File: src/rtl/ternary_pkg.sv
// Shared types and constants for the ternary matrix-vector session sequencer.
package ternary_pkg;

  typedef enum logic [2:0] {
    StIdle,
    StLoad,
    StSettle,
    StVecWait,
    StIssue,
    StMacWait,
    StOut
  } seq_state_e;

  // Weight loader consumes each row as two bit-planes, MSB first.
  localparam logic PHASE_MSB = 1'b0;
  localparam logic PHASE_LSB = 1'b1;

  localparam int unsigned CFG_W       = 7;
  localparam int unsigned CFG_OUT_LSB = 0;
  localparam int unsigned CFG_OUT_MSB = 2;
  localparam int unsigned CFG_IN_LSB  = 3;
  localparam int unsigned CFG_IN_MSB  = 6;

endpackage

File: src/rtl/ternary_seq_lat_ctr.sv
// MAC latency down-counter: loaded on issue, flags done when the result is due.
module ternary_seq_lat_ctr #(
  parameter int unsigned Lat = 1
) (
  input  logic clk,
  input  logic rst_n,
  input  logic load_i,
  input  logic en_i,
  output logic done_o
);

  localparam int unsigned CntW = (Lat > 1) ? $clog2(Lat) : 1;

  logic [CntW-1:0] cnt_q, cnt_d;

  always_comb begin
    cnt_d = cnt_q;
    if (load_i) begin
      cnt_d = CntW'(Lat - 1);
    end else if (en_i && (cnt_q != '0)) begin
      cnt_d = cnt_q - 1'b1;
    end
  end

  always_ff @(posedge clk) begin
    if (!rst_n) begin
      cnt_q <= '0;
    end else begin
      cnt_q <= cnt_d;
    end
  end

  assign done_o = (cnt_q == '0);

endmodule

File: src/rtl/ternary_seq_ctrl.sv
// Session sequencer: weight load, vector accept, per-row MAC issue and result stream.
// Define SEQ_PERF_EN to add the o_vec_cnt / o_stall_cnt performance counters.
module ternary_seq_ctrl
  import ternary_pkg::*;
#(
  parameter  int unsigned MAX_IN_LEN  = 16,
  parameter  int unsigned MAX_OUT_LEN = 8,
  parameter  int unsigned ACC_W       = 8,
  parameter  int unsigned MAC_LAT     = 1,
  localparam int unsigned OUT_BITS    = $clog2(MAX_OUT_LEN)
) (
  input  logic                clk,
  input  logic                rst_n,
  input  logic                i_start,
  input  logic [CFG_W-1:0]    i_cfg,
  input  logic                i_stop,
  output logic [CFG_W-1:0]    o_cfg,
  output logic                o_load_ena,
  input  logic                i_load_done,
  input  logic                i_vec_valid,
  output logic                o_vec_ready,
  output logic [OUT_BITS-1:0] o_row_sel,
  output logic                o_mac_en,
  input  logic [ACC_W-1:0]    i_mac_res,
  output logic                o_res_valid,
  input  logic                i_res_ready,
  output logic [ACC_W-1:0]    o_res_data,
  output logic                o_res_last,
  output logic                o_busy,
  output logic                o_err
`ifdef SEQ_PERF_EN
  ,
  output logic [15:0]         o_vec_cnt,
  output logic [15:0]         o_stall_cnt
`endif
);

  localparam int unsigned OutFw = CFG_OUT_MSB - CFG_OUT_LSB + 1;
  localparam int unsigned InFw  = CFG_IN_MSB - CFG_IN_LSB + 1;
  localparam logic [OutFw-1:0] OutM1Max = OutFw'(MAX_OUT_LEN - 1);
  localparam logic [InFw-1:0]  InM1Max  = InFw'(MAX_IN_LEN - 1);

  seq_state_e          state_q, state_d;
  logic [CFG_W-1:0]    cfg_q, cfg_d;
  logic [OUT_BITS-1:0] row_q, row_d;
  logic                phase_q, phase_d;
  logic                err_q, err_d;
  logic [ACC_W-1:0]    res_q, res_d;

  logic [OutFw-1:0] out_m1_raw, out_m1;
  logic [InFw-1:0]  in_m1_raw, in_m1;
  logic             last_row;
  logic             start_acc;
  logic             vec_acc;
  logic             lat_done;

  // Lengths beyond the datapath width are clamped so row_sel stays in range.
  assign out_m1_raw = i_cfg[CFG_OUT_MSB:CFG_OUT_LSB];
  assign in_m1_raw  = i_cfg[CFG_IN_MSB:CFG_IN_LSB];
  assign out_m1     = (out_m1_raw > OutM1Max) ? OutM1Max : out_m1_raw;
  assign in_m1      = (in_m1_raw > InM1Max) ? InM1Max : in_m1_raw;

  assign last_row  = (row_q == OUT_BITS'(cfg_q[CFG_OUT_MSB:CFG_OUT_LSB]));
  assign start_acc = (state_q == StIdle) && i_start;
  assign vec_acc   = (state_q == StVecWait) && i_vec_valid;

  ternary_seq_lat_ctr #(
    .Lat (MAC_LAT)
  ) u_lat_ctr (
    .clk    (clk),
    .rst_n  (rst_n),
    .load_i (state_q == StIssue),
    .en_i   (state_q == StMacWait),
    .done_o (lat_done)
  );

  always_comb begin
    state_d = state_q;
    cfg_d   = cfg_q;
    row_d   = row_q;
    phase_d = phase_q;
    err_d   = err_q;
    res_d   = res_q;
    unique case (state_q)
      StIdle: begin
        if (i_start) begin
          state_d = StLoad;
          cfg_d   = {in_m1, out_m1};
          err_d   = 1'b0;
          row_d   = '0;
          phase_d = PHASE_MSB;
        end
      end
      StLoad: begin
        if (phase_q == PHASE_MSB) begin
          phase_d = PHASE_LSB;
        end else if (last_row) begin
          if (!i_load_done) err_d = 1'b1;
          state_d = StSettle;
        end else begin
          row_d   = row_q + 1'b1;
          phase_d = PHASE_MSB;
        end
      end
      StSettle: state_d = StVecWait;
      StVecWait: begin
        // A vector arriving with i_stop takes priority over ending the session.
        if (i_vec_valid) begin
          state_d = StIssue;
          row_d   = '0;
        end else if (i_stop) begin
          state_d = StIdle;
        end
      end
      StIssue: state_d = StMacWait;
      StMacWait: begin
        if (lat_done) begin
          res_d   = i_mac_res;
          state_d = StOut;
        end
      end
      StOut: begin
        if (i_res_ready) begin
          if (last_row) begin
            state_d = StVecWait;
          end else begin
            row_d   = row_q + 1'b1;
            state_d = StIssue;
          end
        end
      end
      default: state_d = StIdle;
    endcase
  end

  always_ff @(posedge clk) begin
    if (!rst_n) begin
      state_q <= StIdle;
      cfg_q   <= '0;
      row_q   <= '0;
      phase_q <= PHASE_MSB;
      err_q   <= 1'b0;
      res_q   <= '0;
    end else begin
      state_q <= state_d;
      cfg_q   <= cfg_d;
      row_q   <= row_d;
      phase_q <= phase_d;
      err_q   <= err_d;
      res_q   <= res_d;
    end
  end

  assign o_cfg       = cfg_q;
  assign o_load_ena  = (state_q == StLoad);
  assign o_vec_ready = (state_q == StVecWait);
  assign o_row_sel   = row_q;
  assign o_mac_en    = (state_q == StIssue);
  assign o_res_valid = (state_q == StOut);
  assign o_res_data  = res_q;
  assign o_res_last  = (state_q == StOut) && last_row;
  assign o_busy      = (state_q != StIdle);
  assign o_err       = err_q;

`ifdef SEQ_PERF_EN
  logic [15:0] vec_cnt_q, vec_cnt_d;
  logic [15:0] stall_cnt_q, stall_cnt_d;

  always_comb begin
    vec_cnt_d   = vec_cnt_q;
    stall_cnt_d = stall_cnt_q;
    if (start_acc) begin
      vec_cnt_d   = '0;
      stall_cnt_d = '0;
    end else begin
      if (vec_acc && (vec_cnt_q != 16'hFFFF)) vec_cnt_d = vec_cnt_q + 16'd1;
      if ((state_q == StOut) && !i_res_ready && (stall_cnt_q != 16'hFFFF)) begin
        stall_cnt_d = stall_cnt_q + 16'd1;
      end
    end
  end

  always_ff @(posedge clk) begin
    if (!rst_n) begin
      vec_cnt_q   <= '0;
      stall_cnt_q <= '0;
    end else begin
      vec_cnt_q   <= vec_cnt_d;
      stall_cnt_q <= stall_cnt_d;
    end
  end

  assign o_vec_cnt   = vec_cnt_q;
  assign o_stall_cnt = stall_cnt_q;
`else
  logic unused_acc;
  assign unused_acc = start_acc ^ vec_acc;
`endif

endmodule
File: config.mk
export PLATFORM = sky130hd
export DESIGN_NAME = ternary_seq_ctrl
export DESIGN_NICKNAME = d
export VERILOG_FILES = /design/src/rtl/ternary_pkg.sv /design/src/rtl/ternary_seq_lat_ctr.sv /design/src/rtl/ternary_seq_ctrl.sv
export SDC_FILE = /design/constraint.sdc
export NUM_CORES = 1
export LEC_CHECK = 0
export CAP_MARGIN = 20
export CORE_ASPECT_RATIO = 2
export CORE_UTILIZATION = 45
export CTS_BUF_LIST = sky130_fd_sc_hd__clkbuf_4
export DETAILED_ROUTE_END_ITERATION = 8
export DONT_BUFFER_PORTS = 1
export GPL_TIMING_DRIVEN = 0
export PLACE_DENSITY = 0.62
export REMOVE_ABC_BUFFERS = 1
export SLEW_MARGIN = 5
export SYNTH_ARGS = -nofsm -noshare
export SYNTH_HDL_FRONTEND = slang
export SYNTH_SLANG_ARGS = --single-unit
File: constraint.sdc
create_clock -name clk -period 3.5 [get_ports clk]
set_input_delay 0.7 -clock clk [delete_from_list [all_inputs] [get_ports clk]]
set_output_delay 0.7 -clock clk [all_outputs]
set_load 0.005 [all_outputs]
==> flow_summary.yaml, run 1 <==
sta:
  setup_violations: 0
  worst_pin_slew_ps: 662
  maxSlewViolCount: 0
  setup-tns-final_ps: 0
  hold_viol_final: 0
  whs_ps: 486
  relSlewSlack: 0.555
  grt_setup_unrepaired: "no"
  finClkSkew_ps: 1.64
  min_period_ps: 2170
  fmax_ghz: 0.460
  min_period_over_period: 0.621
critical_path:
  required_ps: 2800
  path_max_fanout: 10
  crit_chain: "or3b_1, clkinv_4"
  critical_path.slowest_cell: "dfxtp_1"
  end_kind: "primary output"
  worstPathArrival_ps: 1470
  critical_path_class: "reg2out"
  worstSetupStartpointType: "flip-flop"
  cpPeakStageDelay_ps: 530
placement:
  gp_congestion: 0.807
  numPortBuffers: 0
  hpwl_um: 1880
synth:
  synth_seq_area_share: 0.389
  yosys_warnings: 0
  synth_xor_area_frac: 0.0426
  synthArstFlopShare: 0
  synthTopCellsByCount: "dfxtp_1 (24), nand2_1 (20), mux2i_1 (10)"
  synth_top_family_by_area: "simple AND/OR/NAND/NOR gates"
  synthAdderAreaFrac: 0.0101
  synth_top_cell_by_area: "dfxtp_1"
  synth_cell_types: 46
  synth_compound_area_frac: 0.186
  synth_edf_count: 0
  synth.area.mux_share: 0.0811
  syn_inst: 135
  synthFlopType: "dfxtp_1"
  syn_area_um2: 1230
  synthMostInstantiatedCell: "dfxtp_1"
  ys_seq_elements: 24
  avgSynthCellArea_um2: 9.15
  synth_top_area_share: 0.389
  synth-simple-area-share: 0.223
  synth.area.top_cells: "dfxtp_1 (39%), mux2i_1 (8.1%), nand2_1 (6.1%)"
power:
  leakagePower_nw: 0.464
  vdd_drop_max_mv: 0.238
  powerDensity_nw_per_um2: 453
clock_network:
  cts_tree: "yes"
  cts.htree.levels: 1
  cts.sinks: 24
  cts_resized: 0
  cts_buffer_depth: 2
  cts_root_buffer: "clkbuf_4"
  hold_buffers: 0
  clkTransAtPathRegs_ps: 120
  clock_latency_ps: 310
  numCtsBuffers: 3
  postCtsSetupRepairBufs: 0
floorplan:
  fp.dieH_um: 76.1
  die-width_um: 39.0
  dieArea_um2: 2970
  boundaryPins: 47
  core_um2: 2570
  rows: 26
  initial_core_util: 0.481
detailed_routing:
  drc: 0
  wl_per_cell_um: 15.3
  dr.pass1.iters: 4
  routed_wl_um: 2440
  via_count: 935
  vias_per_cell: 5.88
  drtAntennaViolNets: 0
  drt_iter0_drc: 15
cells_and_area:
  area_delta_synth_final_pct: 0.608
  n_fill_cell: 265
  nets: 155
  diodes: 0
  final_layout_size_suffix_gt1_frac: 0.0763
status:
  status: "completed"
grt:
  grt_pass1_wl_um: 4010
  antenna_found_initial: 0
  use_met2: 0.317
  use_met3: 0.0408
  busiest_layer: "met2"
  use_met1: 0.184
  grt_max_degree: 30
  first_global_vias: 933
  grt_use_total: 0.186
  grt_remaining_overflow: 0
worst_hold_path:
  hp-class: "reg2reg"
job:
  drv_cap: 0
-- critical path, delay by kind of cell, from the launching register on --
kind	cells	cell delay [ps]
buffers and inverters	1	110
DFF	1	530
and+or+nand+nor	1	530
-- placed cells by master, fill, tap and decap left out, types with 2 or more instances in the layout --
master    count
clkbuf_4      3
and3_1        2
xor2_1        3
a21boi_0      4
nor2b_1       8
o211a_1       2
nand3b_1      3
xnor2_1       3
a211oi_1      2
mux2i_1      10
a21oi_1       6
inv_1         3
dfxtp_1      24
nand2_1      20
nor2_1        3
o22ai_1       2
o21ai_0       2
nor3_1        3
a21boi_1      3
-- final timing paths --
kind,from,end,slack [ps],depth (start not counted)
max,state_q[0],o_load_ena,1330,2
min,o_cfg[4],o_cfg[4],490,2
max reg2reg,state_q[2],phase_q,1710,4
min reg2reg,o_cfg[4],o_cfg[4],490,2
-- final cells by class --
| type | instances | area [um2] | share of cell area |
|---|---|---|---|
| multi-input cells | 97 | 671 | 0.540 |
| clock buffers | 3 | 22.5 | 0.0181 |
| clock inverters | 1 | 3.75 | 0.00302 |
| flip-flops and latches | 24 | 480 | 0.387 |
| inverters | 6 | 30.0 | 0.0242 |
| well taps | 28 | 35.0 | 0.0282 |
-- power by group --
part	switching, mW	internal [mW]	total, mW	leakage, nW
Combinational	0.0746	0.0516	0.126	0.254
Sequential	0.0276	0.290	0.318	0.195
Clock	0.0775	0.0417	0.119	0.0154
Total	0.180	0.383	0.563	0.464
-- state kept, by name, summed over array words and instances, names as in the netlist --
| register | cells |
|---|---|
| o_cfg | 7 |
| o_err | 1 |
| o_res_data | 8 |
| o_row_sel | 3 |
| phase_q | 1 |
| state_q | 3 |
| u_lat_ctr.cnt_q | 1 |
-- logic make-up after synthesis --
group / after synthesis
AO/OA/AOI/OAI: 32
XOR/XNOR: 6
adder cells (fa/ha/maj): 1
buffers and inverters: 14
flip-flops: 24
multiplexers: 10
AND/OR/NAND/NOR: 48
-- metal layers --
| layer | vias up | routed length (um) |
|---|---|---|
| met5 | - | 0 |
| met4 | 0 | 79 |
| met3 | 6 | 193 |
| met2 | 42 | 1290 |
| met1 | 418 | 876 |
| li1 | 469 | - |
-- metrics by stage --
step / instance area, um2 / instances / power, mW / utilization / setup WS (ps)
6_report: 1240 / 159 / 0.563 / 0.483 / 1330
2_1_floorplan: 1180 / 127 / 0.419 / - / 1810
4_1_cts: 1240 / 159 / 0.572 / 0.483 / 1320
3_3_place_gp: 1220 / 155 / 0.444 / 0.473 / 1690
3_5_place_dp: 1220 / 155 / 0.450 / 0.473 / 1690
5_1_grt: 1240 / 159 / 0.603 / 0.483 / 1250
(Power assumes the default switching activity.)
==> inputs of run 2 (changes only) <==
--- a/config.mk
+++ b/config.mk
@@ -12,7 +12,7 @@
 export DETAILED_ROUTE_END_ITERATION = 8
 export DONT_BUFFER_PORTS = 1
 export GPL_TIMING_DRIVEN = 0
-export PLACE_DENSITY = 0.62
+export PLACE_DENSITY = 0.64
 export REMOVE_ABC_BUFFERS = 1
 export SLEW_MARGIN = 5
 export SYNTH_ARGS = -nofsm -noshare
==> constraint.sdc (replaced) <==
create_clock -name clk -period 1.9 [get_ports clk]
set_input_delay 0.38 -clock clk [delete_from_list [all_inputs] [get_ports clk]]
set_output_delay 0.38 -clock clk [all_outputs]
set_load 0.005 [all_outputs]
==> run 2 against run 1 <==
Against the previous run: critical path depth rose by 1; setup slack worse by 1200 ps; count of clock-buffer cells in the layout is the same; register-to-register slack got worse by 1500 ps; clock skew grew 8.1 ps; flip-flop and latch count unchanged; combinational power up 82%; wire length rose by 6.1%; largest power group unchanged; highest routed layer unchanged.
==> flow_summary.yaml, run 2 (synthesis gave the netlist of run 1 again) <==
cells_and_area:
  regArea_um2: 483
  nets: 155
  largest_reg_flops: 8
  final_common_cell: "dfxtp_1"
  final_layout_size_suffix_gt1_frac: 0.0992
  diodes: 0
  layout_common_cells: "dfxtp_1 (22), nand2_1 (20), mux2i_1 (10), nor2b_1 (8), a21oi_1 (6)"
  multi_input_area_um2: 671
  utilization: 0.495
  area_delta_synth_final_pct: 2.94
  n_fill_cell: 245
floorplan:
  initial_core_util: 0.481
  fp.dieH_um: 76.1
  die-width_um: 39.0
  dieArea_um2: 2970
  boundaryPins: 47
  core_um2: 2570
  rows: 26
sta:
  hold_viol_final: 0
  relSlewSlack: 0.549
  grt_setup_unrepaired: "no"
  maxSlewViolCount: 0
  min_period_over_period: 0.957
  min_period_ps: 1820
  worst_pin_slew_ps: 672
  setup-tns-final_ps: 0
  fmax_ghz: 0.550
  finClkSkew_ps: 9.73
  setup_violations: 0
clock_network:
  clkTransAtPathRegs_ps: 140
  numCtsBuffers: 3
  cts_root_buffer: "clkbuf_4"
  cts.htree.levels: 1
  hold_buffers: 0
  cts_tree: "yes"
  clock_latency_ps: 320
  cts.sinks: 24
  cts_buffer_depth: 2
  postCtsSetupRepairBufs: 0
power:
  powerDensity_nw_per_um2: 936
  leakagePower_nw: 0.477
  vdd_drop_max_mv: 0.717
grt:
  grt_max_degree: 30
  grt_pass1_wl_um: 3980
  antenna_found_initial: 0
  grt_use_total: 0.182
  first_global_vias: 952
  grt_remaining_overflow: 0
critical_path:
  cpLargestDelayFamily: "flip-flops"
  critical_path.slowest_cell: "dfxtp_1"
  worstSetupStartpointType: "flip-flop"
  crit_chain: "xnor2_1, nand3_1, nor2_1"
  path_buf_inv: 0
  cpPeakStageDelay_ps: 400
  required_ps: 1520
  critical_path_class: "reg2out"
  end_kind: "primary output"
  worstPathArrival_ps: 1440
  path_max_fanout: 5
placement:
  numPortBuffers: 0
  gp_congestion: 0.831
  hpwl_um: 1930
worst_hold_path:
  hp-class: "in2reg"
status:
  status: "completed"
detailed_routing:
  vias_per_cell: 5.88
  drt_iter0_drc: 24
  via_count: 935
  drtAntennaViolNets: 0
  drc: 0
  wl_per_cell_um: 16.3
  dr.pass1.iters: 4
  routed_wl_um: 2590
job:
  drv_cap: 0
run 2: changes by cell type in the layout (fill, tap and decap cells not counted):
cell and delta:
bufinv_16 +1, dfxtp_1 -2, dfxtp_2 +2, clkinv_1 -1
run 2: worst register-to-register path, cell delays in order (launching register included):
cell	delay [ps]
dfxtp_1	600
inv_4	70
nor4_4	630
mux2i_1	250
nor2b_1	60
run 2: layout make-up:
class	instances	share of cell area
inverters	6	0.0236
clock inverters	1	0.0236
flip-flops and latches	24	0.380
well taps	28	0.0276
clock buffers	3	0.0177
multi-input cells	97	0.528
run 2: worst paths after layout:
kind / to / cells past startpoint / slack (ps) / start
max reg2reg: o_res_data[4] / 4 / 190 / state_q[2]
max: o_res_last / 3 / 80 / o_row_sel[2]
min: o_cfg[5] / 2 / 170 / i_cfg[5]
min reg2reg: o_cfg[5] / 2 / 480 / o_cfg[5]
run 2: through the flow:
stage | instances | hold slack (ps) | area (um2) | setup slack [ps] | power (mW)
finish | 159 | 169 | 1270 | 81.1 | 1.19
global route | 159 | 149 | 1270 | 5.25 | 1.25
CTS | 159 | 164 | 1270 | 25.7 | 1.20
detailed placement | 155 | 468 | 1220 | 148 | 0.827
global placement | 155 | 463 | 1220 | 207 | 0.819
floorplan | 127 | 451 | 1180 | 410 | 0.771
run 2: routing by layer:
layer  global-route usage  routed length, um  vias to the layer above
met1                0.168                972                      422
met5                    0                  0                        -
met4               0.0931                 39                        0
li1                     -                  -                      466
met2                0.335               1400                       43
met3               0.0350                171                        4
run 2: where the power goes:
part | total (mW) | switching, mW | internal [mW]
clock | 0.371 | 0.157 | 0.213
sequential | 0.590 | 0.0535 | 0.536
combinational | 0.229 | 0.134 | 0.0949
total | 1.19 | 0.345 | 0.844
run 2: repair_timing:
action,in CTS,in global routing
setup endpoints to repair,0,7
hold endpoints to repair,0,0
resized for setup,0,2
